## config.mk

```make
export PLATFORM = sky130hd
export DESIGN_NAME = alpu_seq
export DESIGN_NICKNAME = d
export VERILOG_FILES = /design/src/rtl/alpu_seq_pkg.sv /design/src/rtl/alpu_seq_decode.sv /design/src/rtl/alpu_seq.sv
export SDC_FILE = /design/constraint.sdc
export NUM_CORES = 1
export LEC_CHECK = 0
export BUFFER_PORTS_ARGS = -buffer_cell sky130_fd_sc_hd__buf_2
export CELL_PAD_IN_SITES_DETAIL_PLACEMENT = 0
export CELL_PAD_IN_SITES_GLOBAL_PLACEMENT = 1
export CORE_ASPECT_RATIO = 0.5
export CORE_MARGIN = 1
export CORE_UTILIZATION = 30
export DETAILED_ROUTE_END_ITERATION = 8
export PLACE_DENSITY = 0.74
export SLEW_MARGIN = 5
export SYNTH_ARGS = -nofsm -noshare
export SYNTH_HDL_FRONTEND = slang
export SYNTH_SLANG_ARGS = --single-unit
```

## constraint.sdc

```tcl
create_clock -name clk_i -period 1.98 [get_ports clk_i]
set_input_delay 0.099 -clock clk_i [delete_from_list [all_inputs] [get_ports clk_i]]
set_output_delay 0.099 -clock clk_i [all_outputs]
set_load 0.01 [all_outputs]
```

## src/rtl/alpu_seq_pkg.sv

```systemverilog
// Shared types and ctrl-word constants for the alpu_comb sequencing controller.
package alpu_seq_pkg;

  typedef enum logic [2:0] {
    OpAdd     = 3'd0,
    OpSub     = 3'd1,
    OpAnd     = 3'd2,
    OpOr      = 3'd3,
    OpXor     = 3'd4,
    OpNot     = 3'd5,
    OpPassB   = 3'd6,
    OpIllegal = 3'd7
  } alpu_op_e;

  typedef enum logic [1:0] {
    StIdle,
    StExecLo,
    StExecHi,
    StResp
  } alpu_seq_state_e;

  // Bit 7..0: twos_en, all_en, cgen_en, or_en, carry_en, sel_sum, sel_cgen, out_inv
  localparam logic [7:0] CTRL_ADD   = 8'h2C;
  localparam logic [7:0] CTRL_SUB   = 8'hAC;
  localparam logic [7:0] CTRL_AND   = 8'h22;
  localparam logic [7:0] CTRL_OR    = 8'h32;
  localparam logic [7:0] CTRL_XOR   = 8'h04;
  localparam logic [7:0] CTRL_NOT   = 8'h44;
  localparam logic [7:0] CTRL_PASSB = 8'h24;

endpackage

```

## src/rtl/alpu_seq_decode.sv

```systemverilog
// Combinational opcode decoder: maps an ALPU opcode to its alpu_comb ctrl word.
module alpu_seq_decode
  import alpu_seq_pkg::*;
(
  input  alpu_op_e    op_i,
  output logic [7:0]  ctrl_o,
  output logic        illegal_o
);

  always_comb begin
    ctrl_o    = '0;
    illegal_o = 1'b0;
    unique case (op_i)
      OpAdd:   ctrl_o = CTRL_ADD;
      OpSub:   ctrl_o = CTRL_SUB;
      OpAnd:   ctrl_o = CTRL_AND;
      OpOr:    ctrl_o = CTRL_OR;
      OpXor:   ctrl_o = CTRL_XOR;
      OpNot:   ctrl_o = CTRL_NOT;
      OpPassB: ctrl_o = CTRL_PASSB;
      default: illegal_o = 1'b1;
    endcase
  end

endmodule

```

## src/rtl/alpu_seq.sv

```systemverilog
// Sequencing controller in front of alpu_comb: single-beat ops and two-beat carry-chained ADD.
// Optional rsp_zero/rsp_neg flag outputs are enabled by defining ALPU_SEQ_FLAGS_EN.
module alpu_seq
  import alpu_seq_pkg::*;
#(
  parameter int unsigned REG_WIDTH = 16,
  parameter int unsigned TAG_WIDTH = 4
) (
  input  logic                   clk_i,
  input  logic                   reset_ni,

  input  logic                   req_valid_i,
  output logic                   req_ready_o,
  input  logic [2:0]             req_op_i,
  input  logic                   req_wide_i,
  input  logic [2*REG_WIDTH-1:0] req_a_i,
  input  logic [2*REG_WIDTH-1:0] req_b_i,
  input  logic [TAG_WIDTH-1:0]   req_tag_i,

  output logic                   rsp_valid_o,
  input  logic                   rsp_ready_i,
  output logic [2*REG_WIDTH-1:0] rsp_data_o,
  output logic                   rsp_cout_o,
  output logic                   rsp_err_o,
  output logic [TAG_WIDTH-1:0]   rsp_tag_o,
`ifdef ALPU_SEQ_FLAGS_EN
  output logic                   rsp_zero_o,
  output logic                   rsp_neg_o,
`endif

  output logic [REG_WIDTH-1:0]   alpu_a_o,
  output logic [REG_WIDTH-1:0]   alpu_b_o,
  output logic [7:0]             alpu_ctrl_o,
  output logic                   alpu_cin_o,
  input  logic [REG_WIDTH-1:0]   alpu_out_i,
  input  logic                   alpu_cout_i
);

  alpu_seq_state_e        state_q;
  logic                   req_ready_q;
  logic                   rsp_valid_q;
  logic [2*REG_WIDTH-1:0] data_q;
  logic                   cout_q;
  logic                   err_q;
  logic [TAG_WIDTH-1:0]   tag_q;
  logic                   wide_q;
  logic [REG_WIDTH-1:0]   a_hi_q;
  logic [REG_WIDTH-1:0]   b_hi_q;
  logic [REG_WIDTH-1:0]   alpu_a_q;
  logic [REG_WIDTH-1:0]   alpu_b_q;
  logic [7:0]             alpu_ctrl_q;
  logic                   alpu_cin_q;
`ifdef ALPU_SEQ_FLAGS_EN
  logic                   zero_q;
  logic                   neg_q;
`endif

  alpu_op_e   req_op;
  logic [7:0] dec_ctrl;
  logic       dec_illegal;
  logic       req_err;
  logic       req_hs;

  assign req_op = alpu_op_e'(req_op_i);

  alpu_seq_decode u_decode (
    .op_i      (req_op),
    .ctrl_o    (dec_ctrl),
    .illegal_o (dec_illegal)
  );

  // Only ADD has a carry chain, so any other wide request is rejected.
  assign req_err = dec_illegal | (req_wide_i & (req_op != OpAdd));
  assign req_hs  = req_valid_i & req_ready_q;

  always_ff @(posedge clk_i or negedge reset_ni) begin
    if (!reset_ni) begin
      state_q     <= StIdle;
      req_ready_q <= 1'b0;
      rsp_valid_q <= 1'b0;
      data_q      <= '0;
      cout_q      <= 1'b0;
      err_q       <= 1'b0;
      tag_q       <= '0;
      wide_q      <= 1'b0;
      a_hi_q      <= '0;
      b_hi_q      <= '0;
      alpu_a_q    <= '0;
      alpu_b_q    <= '0;
      alpu_ctrl_q <= '0;
      alpu_cin_q  <= 1'b0;
`ifdef ALPU_SEQ_FLAGS_EN
      zero_q      <= 1'b0;
      neg_q       <= 1'b0;
`endif
    end else begin
      unique case (state_q)
        StIdle: begin
          req_ready_q <= 1'b1;
          if (req_hs) begin
            req_ready_q <= 1'b0;
            tag_q       <= req_tag_i;
            data_q      <= '0;
            cout_q      <= 1'b0;
`ifdef ALPU_SEQ_FLAGS_EN
            zero_q      <= 1'b0;
            neg_q       <= 1'b0;
`endif
            if (req_err) begin
              err_q   <= 1'b1;
              state_q <= StResp;
            end else begin
              err_q       <= 1'b0;
              wide_q      <= req_wide_i;
              a_hi_q      <= req_a_i[2*REG_WIDTH-1 -: REG_WIDTH];
              b_hi_q      <= req_b_i[2*REG_WIDTH-1 -: REG_WIDTH];
              alpu_a_q    <= req_a_i[REG_WIDTH-1:0];
              alpu_b_q    <= req_b_i[REG_WIDTH-1:0];
              alpu_ctrl_q <= dec_ctrl;
              alpu_cin_q  <= 1'b0;
              state_q     <= StExecLo;
            end
          end
        end
        StExecLo: begin
          data_q[REG_WIDTH-1:0] <= alpu_out_i;
          if (wide_q) begin
            // alpu_cin_q doubles as the inter-beat carry register.
            alpu_a_q    <= a_hi_q;
            alpu_b_q    <= b_hi_q;
            alpu_ctrl_q <= CTRL_ADD;
            alpu_cin_q  <= alpu_cout_i;
            state_q     <= StExecHi;
          end else begin
            cout_q      <= alpu_cout_i;
            alpu_ctrl_q <= '0;
            alpu_cin_q  <= 1'b0;
`ifdef ALPU_SEQ_FLAGS_EN
            zero_q      <= (alpu_out_i == '0);
            neg_q       <= alpu_out_i[REG_WIDTH-1];
`endif
            state_q     <= StResp;
          end
        end
        StExecHi: begin
          data_q[2*REG_WIDTH-1 -: REG_WIDTH] <= alpu_out_i;
          cout_q      <= alpu_cout_i;
          alpu_ctrl_q <= '0;
          alpu_cin_q  <= 1'b0;
`ifdef ALPU_SEQ_FLAGS_EN
          zero_q      <= ({alpu_out_i, data_q[REG_WIDTH-1:0]} == '0);
          neg_q       <= alpu_out_i[REG_WIDTH-1];
`endif
          state_q     <= StResp;
        end
        StResp: begin
          if (!rsp_valid_q) begin
            rsp_valid_q <= 1'b1;
          end else if (rsp_ready_i) begin
            rsp_valid_q <= 1'b0;
            req_ready_q <= 1'b1;
            state_q     <= StIdle;
          end
        end
        default: state_q <= StIdle;
      endcase
    end
  end

  assign req_ready_o = req_ready_q;
  assign rsp_valid_o = rsp_valid_q;
  assign rsp_data_o  = data_q;
  assign rsp_cout_o  = cout_q;
  assign rsp_err_o   = err_q;
  assign rsp_tag_o   = tag_q;
`ifdef ALPU_SEQ_FLAGS_EN
  assign rsp_zero_o  = zero_q;
  assign rsp_neg_o   = neg_q;
`endif
  assign alpu_a_o    = alpu_a_q;
  assign alpu_b_o    = alpu_b_q;
  assign alpu_ctrl_o = alpu_ctrl_q;
  assign alpu_cin_o  = alpu_cin_q;

endmodule

```

# After elaboration in Yosys (flattened, before gate mapping)
# Cells that the tools add are included.
# classes
eq_ne	15
mux	37
n_bitwise	4
n_reduce_logical	17
# op_table
op	n
$pmux 16 s2	4
$mux 16	6
$pmux 8 s7	1
$mux 32	1
$pmux 8 s3	1
$mux 8	2
$reduce_and 3->1	5
$mux 1	13
$ne 2x2->1 const B	6
$eq 3x3->1 const B	3
$mux 2	4
$pmux 2 s4	1
$reduce_or 7->1	1
$eq 3x2->1 const B	2
$mux 6	1
$pmux 1 s3	2
$reduce_and 2->1	3
$reduce_bool 2->1	3
$reduce_bool 3->1	2
$eq 2x2->1 const B	2
$reduce_and 4->1	1
$eq 3x1->1 const B	1
$logic_not 3->1	1
$and 1x1->1	2
other kinds (5)	5
# word_totals
reg_bits	116
in_bits	93
out_inout_bits	81
word_cells	88

# Longest topological paths before layout
# Gate-level depths: netlist of run 1.
# depth
ltp_word	7
mapped_depth	8
depth_no_buf	6

# Modules after synthesis
# From an unflattened synthesis of run 1, not the netlist that was laid out.
# hier_totals
hier_cells	351
area_unflattened_um2	5088.6
# modules_own_cells
module	instances	cells_each	area_each_um2	seq_area_each_um2
alpu_seq	1	338	5026.1	2902.8
alpu_seq_decode	1	13	62.6	0.0

# Worst setup path after synthesis of run 1
# No wires, ideal clock.
# synth_timing
kind	reg2reg
from	register state_q[0]
to	register a_hi_q[10]
setup_ps	125
arrival_ps	1897
required_ps	1855
setup_slack_ps	-42
stages_incl_launch_ff	7
path_buffers	1
period_less_slack_ps	2022
path_cell_list	dfrtp_1 inv_1 ha_1 nand3_1 a211oi_4 buf_4 mux2_2
# synth_via
elab_chain_len	2
# synth_lines
item	line	text
from (decl)	alpu_seq.sv:39	alpu_seq_state_e state_q;
from (signal assigned)	alpu_seq.sv:78	state_q <= StIdle;
from (signal assigned)	alpu_seq.sv:111	state_q <= StResp;
from (signal assigned)	alpu_seq.sv:121	state_q <= StExecLo;
$logic_not 2->1	alpu_seq.sv:97	unique case (state_q)
$reduce_and 3->1 (no line)	n/a	
to (signal assigned)	alpu_seq.sv:115	a_hi_q <= req_a_i[2*REG_WIDTH-1 -: REG_WIDTH];
to (decl)	alpu_seq.sv:47	logic [REG_WIDTH-1:0] a_hi_q;
# Every way passes these cells.
# A chain may end at the register's enable or synchronous reset.

# Worst setup path after layout of run 1
# layout_timing
from	register state_q[1]
to	register wide_q
# layout_via
elab_chain_len	2
# layout_lines
item	line	text
$logic_not 2->1	alpu_seq.sv:97	
$reduce_and 3->1 (no line)	n/a	
to (signal assigned)	alpu_seq.sv:114	wide_q <= req_wide_i;
to (decl)	alpu_seq.sv:46	logic wide_q;
# Every way passes these cells.

==> results of run 1 <==
## cell usage after synthesis
library cell and count:
a22o_1 32, clkbuf_1 12, nor2b_1 4, nor3b_1 3
o21a_1 1, nor4bb_1 1, nor4b_1 1, a31oi_1 33
a41o_1 1, nand2_1 17, mux2_1 7, o21ai_0 4
a211oi_4 1, buf_4 2, a21oi_1 38, a21boi_0 1
buf_1 5, dfrtp_1 115, nor2_1 6, mux2_2 33
inv_1 4, ha_1 5, buf_6 2, a32oi_1 1
and2_1 1, buf_2 9, conb_1 1, a21oi_2 1
o31ai_1 1, o211ai_1 1, a21o_1 1, nand2b_1 2
mux2i_1 33, a21boi_2 1, and3_1 2, nand3_1 2
## area by class of cell
type	instances	area, sq um	area share
Antenna cell	1	2.50	0.000339
Clock buffer	21	470	0.0638
Clock inverter	11	151	0.0205
Multi-Input combinational cell	235	1860	0.252
Tap cell	221	277	0.0375
Timing Repair Buffer	252	1730	0.234
Inverter	4	15.0	0.00204
Sequential cell	115	2880	0.390
## worst paths after layout
check / to / cells after the start / start / slack [ns]
setup reg to reg: wide_q$_DFFE_PN0P_ / 7 / state_q[1]$_DFFE_PN0P_ / 0.09
setup / recovery: wide_q$_DFFE_PN0P_ / 7 / state_q[1]$_DFFE_PN0P_ / 0.09
hold reg to reg: rsp_tag_o[0]$_DFFE_PN0P_ / 2 / rsp_tag_o[0]$_DFFE_PN0P_ / 0.47
max in group asynchronous: rsp_tag_o[3]$_DFFE_PN0P_ / 3 / reset_ni / 1.17
min in group asynchronous: alpu_b_o[8]$_DFFE_PN0P_ / 2 / reset_ni / 0.18
hold / removal: alpu_b_o[0]$_DFFE_PN0P_ / 3 / req_b_i[0] / 0.01
## timing repair
action / CTS / global route
endpoints found under the hold margin: 101 / 0
buffers inserted: 0 / 2
setup endpoints to repair: 0 / 68
gates resized for setup: 0 / 5
hold buffers: 58 / 0
## sequential cells by signal, summed over array words and instances, names as in the netlist, 2 cells and up
register / cells
a_hi_q: 16
alpu_a_o: 16
alpu_b_o: 16
alpu_ctrl_o: 7
b_hi_q: 16
rsp_data_o: 32
rsp_tag_o: 4
state_q: 2
## stage by stage
step / total power, mW / worst slack, ns / util / TNS (ns) / instances
2_1_floorplan: 7.13 / 0.0222 / - / 0 / 384
3_3_place_gp: 8.87 / 0.0905 / 0.388 / 0 / 765
3_5_place_dp: 8.97 / 0.0197 / 0.388 / 0 / 765
4_1_cts: 12.3 / 0.0121 / 0.465 / 0 / 855
5_1_grt: 13.2 / -0.00321 / 0.471 / -0.00321 / 859
6_report: 12.3 / 0.0864 / 0.471 / 0 / 860
## logic make-up after synthesis
logic type                 after synthesis
AOI/OAI and AO/OA                      117
muxes                                   73
DFF                                    115
adders and majority gates                5
other                                    1
and+or+nand+nor                         39
buffers and inverters                   34
## where the power goes
| group | leakage, nW | switching (mW) | internal, mW | total [mW] |
|---|---|---|---|---|
| clock network | 0.292 | 1.10 | 2.09 | 3.19 |
| registers | 1.40 | 0.598 | 3.49 | 4.08 |
| logic | 1.80 | 2.62 | 2.41 | 5.03 |
## worst register-to-register path, cell delays in order (launching register included)
cell	delay (ns)
dfrtp_1	0.44
inv_1	0.11
ha_2	0.21
nand3_2	0.11
a211oi_4	0.21
buf_12	0.16
clkbuf_16	0.20
mux2_2	0.34
## routing by layer
layer  vias to the layer above  track usage  wire length, um
li1                       1907            -                -
met3                        14       0.0353              426
met5                         -            0                0
met1                      1958        0.206             6260
met4                         0       0.0609              184
met2                        86        0.267             6560
## cell usage in the layout (no fill, tap or decap), drive strengths merged
cell type / count
nor3b: 3
clkbuf: 23
and2: 1
inv: 5
and3: 2
ha: 5
nor4b: 1
a21oi: 39
o21a: 1
buf: 192
o211ai: 1
nor4bb: 1
o31ai: 1
o21ai: 4
a211oi: 1
conb: 1
a31oi: 33
mux2i: 33
clkinv: 3
a32oi: 1
a41o: 1
nor2: 6
a22o: 32
clkinvlp: 4
diode: 1
mux2: 40
bufinv: 3
nor2b: 4
a21o: 1
nand3: 2
nand2b: 2
a21boi: 2
dfrtp: 115
nand2: 17
dlygate4sd3: 58
==> results.tsv, run 1 <==
metric	value	unit
wl_per_cell	15.6	um
root_buffer	clkbuf_16	
gp_congestion	0.767	
initial_core_util	0.311	
fin_area	7380	sq um
crit_path_end_kind	register	
start_kind	register	
finalCritPeriodShare	0.956	
drt_iter0_markers	148	
routed_wl	13400	um
vias_per_cell	4.61	
post-route-min-period	1.89	ns
antenna_found_initial	1	
clk_pin_slew_worst_paths	0.06	ns
cp.required	2.26	ns
crit_slowest_cell	dfrtp_1	
synthMuxAreaShare	0.160	
finalMaxSlewViolations	0	
status	completed	
hpwl	8560	um
fin_worst_skew	0.00869	ns
cts_tree	yes	
yosys.area_share.simple	0.0398	
critical_path_arrival	2.18	ns
clk_path_buf_depth	2	
area.growth.synth_to_final	51.4	%
ys_ff_latch	115	
grt_use_total	0.161	
critPathTopFamily	buffers and inverters	
dr_total_vias	3965	
drc	0	
dr.pass1.iters	4	
path_class	register to register	
die_h	92.1	um
syn_area	4870	sq um
power.leakage	3.49	nW
synth_top_family_by_area	compound AO/OA/AOI/OAI gates	
max_stage_delay	0.44	ns
clk_latency	0.40	ns
numPortBuffers	172	
setup_violations	0	
die_area	16800	sq um
cp_max_fo	17	
grt.overflow.total	0	
syn_nets	482	
dpl-instance-area	6070	sq um
crit_chain	inv_1 > ha_2 > nand3_2 > a211oi_4 > buf_12 > clkbuf_16 > mux2_2	
hp-class	primary input to register	
fin_nets	723	
ys_seq_area_frac	0.591	
ant_nets	0	
synth-compound-area-share	0.163	
cts_num_sinks	115	
die_w	182	um
layout-drive-gt1-share	0.418	
irDropWorstVdd	0.000721	V
coreArea	15700	sq um
max_freq	528	MHz
synth_fa_ha_area_frac	0.0128	
grt_pass1_wl	20900	um
maxCapViolCount	0	
cp_num_buf_inv	3	
hold_viol_final	0	
synth_top_cell_by_area	dfrtp_1	
ys_warn_count	0	
grt_max_degree	66	
syn_area_per_cell	12.7	sq um
synthDistinctLibCells	36	
fillCellCount	1411	
synth_area_leaders	dfrtp_1 (59%), mux2_2 (7.6%), mux2i_1 (6.8%), a22o_1 (5.8%), a31oi_1 (4.2%)	
synthCells	384	
grt_pass1_vias	4038	
p_per_area	1670	nW/um^2
synth.top_cell.area_share	0.591	
cts_buffers	17	
htree_levels	4	
std_cell_rows	32	
synthXorXnorAreaFrac	0	
io_pins	174	
fin_hold_ws	0.0137	ns
Note: power is estimated with default switching activity, not from simulation.
==> run 2, diff against run 1 <==
--- a/config.mk
+++ b/config.mk
@@ -11,9 +11,10 @@
 export CORE_ASPECT_RATIO = 0.5
 export CORE_MARGIN = 1
 export CORE_UTILIZATION = 30
+export CTS_BUF_LIST = sky130_fd_sc_hd__clkbuf_8
 export DETAILED_ROUTE_END_ITERATION = 8
 export PLACE_DENSITY = 0.74
-export SLEW_MARGIN = 5
+export SLEW_MARGIN = 20
 export SYNTH_ARGS = -nofsm -noshare
 export SYNTH_HDL_FRONTEND = slang
 export SYNTH_SLANG_ARGS = --single-unit
==> results.tsv, run 2 (same netlist as run 1, synthesis figures left out) <==
metric	value	unit
status	completed	
grt_max_degree	66	
fin_util	0.476	
coreArea	15700	sq um
antenna_found_initial	0	
clk_path_buf_depth	2	
root_buffer	clkbuf_8	
die_area	16800	sq um
hpwl	8560	um
grt_pass1_wl	21500	um
cts_num_sinks	115	
cts_tree	yes	
htree_levels	4	
dr_total_vias	4092	
max_freq	537	MHz
power.leakage	3.51	nW
start_kind	register	
crit_path_end_kind	register	
power.total	11.6	mW
cp.required	2.28	ns
layout-drive-gt1-share	0.407	
critical_path_arrival	2.17	ns
die_w	182	um
dr.pass1.iters	4	
grt_pass1_vias	4161	
wl_per_cell	15.6	um
io_pins	174	
n_antenna_cell	0	
multi_input_area	1870	sq um
drc	0	
irDropWorstVdd	0.000579	V
rsz0062_at_grt	false	
layout_common_cells	buf_2 (171), dfrtp_1 (114), dlygate4sd3_1 (83)	
p_per_area	1550	nW/um^2
setup_violations	0	
ant_nets	0	
vias_per_cell	4.62	
final_common_cell	buf_2	
gp_congestion	0.767	
fillCellCount	1394	
area.growth.synth_to_final	52.9	%
grt.overflow.total	0	
clk_pin_slew_worst_paths	0.07	ns
cts_buffers	17	
path_class	register to register	
post-route-min-period	1.86	ns
clk_latency	0.42	ns
finalCritPeriodShare	0.941	
routed_wl	13800	um
hold_viol_final	0	
grt_use_total	0.166	
numPortBuffers	172	
fin_nets	749	
seqCellArea	2880	sq um
fin_worst_skew	0.0117	ns
fin_tns_setup	0	ns
std_cell_rows	32	
drt_iter0_markers	143	
largest_reg_flops	32	
finalMaxSlewViolations	0	
initial_core_util	0.311	
hp-class	primary input to register	
die_h	92.1	um
maxCapViolCount	0	
cp_max_fo	17	
run 2: path summary, 6_finish.rpt:
check	start	to	slack, ns	depth (start not counted)
worst max-delay path	state_q[1]$_DFFE_PN0P_	wide_q$_DFFE_PN0P_	0.12	7
worst min-delay path	req_a_i[9]	alpu_a_o[9]$_DFFE_PN0P_	0.02	3
worst max register to register	state_q[1]$_DFFE_PN0P_	wide_q$_DFFE_PN0P_	0.12	7
worst min register to register	rsp_tag_o[0]$_DFFE_PN0P_	rsp_tag_o[0]$_DFFE_PN0P_	0.47	2
max in group asynchronous	reset_ni	rsp_data_o[27]$_DFFE_PN0P_	1.19	3
min in group asynchronous	reset_ni	alpu_b_o[8]$_DFFE_PN0P_	0.15	2
run 2: report_power, final:
group          internal [mW]  switching (mW)  leakage (nW)
Clock                   1.35           0.995         0.209
Combinational           2.49            2.65          1.91
Sequential              3.48           0.596          1.39
run 2: final cells by class:
cell class | count | share of cell area
sequential | 115 | 0.386
multi-input combinational | 235 | 0.251
clock inverter | 12 | 0.0208
timing repair buffer | 278 | 0.266
clock buffer | 20 | 0.0369
inverter | 4 | 0.00201
tap | 221 | 0.0371
run 2: through the flow:
step	area [sq um]	setup WS [ns]	std cells	hold slack, ns
after floorplan	4880	0.0222	384	-0.197
after global placement	6070	0.0905	765	0.0620
after detailed placement	6070	0.0197	765	0.0676
after CTS	7330	0.0109	880	0.00168
after global routing	7450	0.0358	885	0.000492
final	7450	0.116	885	0.0239
run 2: worst max-delay path, cell delays in order (launching register included):
cell	delay, ns
dfrtp_2	0.45
inv_2	0.09
ha_4	0.14
nand3_2	0.10
a211oi_4	0.26
buf_12	0.16
clkbuf_16	0.19
mux2_2	0.34
run 2: repair_timing:
action / in CTS / in global routing
buffers inserted: 0 / 3
hold buffers: 83 / 0
gates resized for setup: 0 / 8
endpoints found under the hold margin: 139 / 0
endpoints found under the setup margin: 0 / 70
run 2: layer usage:
metal | share of wire | GRT usage | vias to the layer above
li1 | - | - | 1954
met1 | 0.45 | 0.209 | 2026
met2 | 0.50 | 0.279 | 98
met3 | 0.032 | 0.0353 | 14
met4 | 0.014 | 0.0672 | 0
met5 | 0 | 0 | -
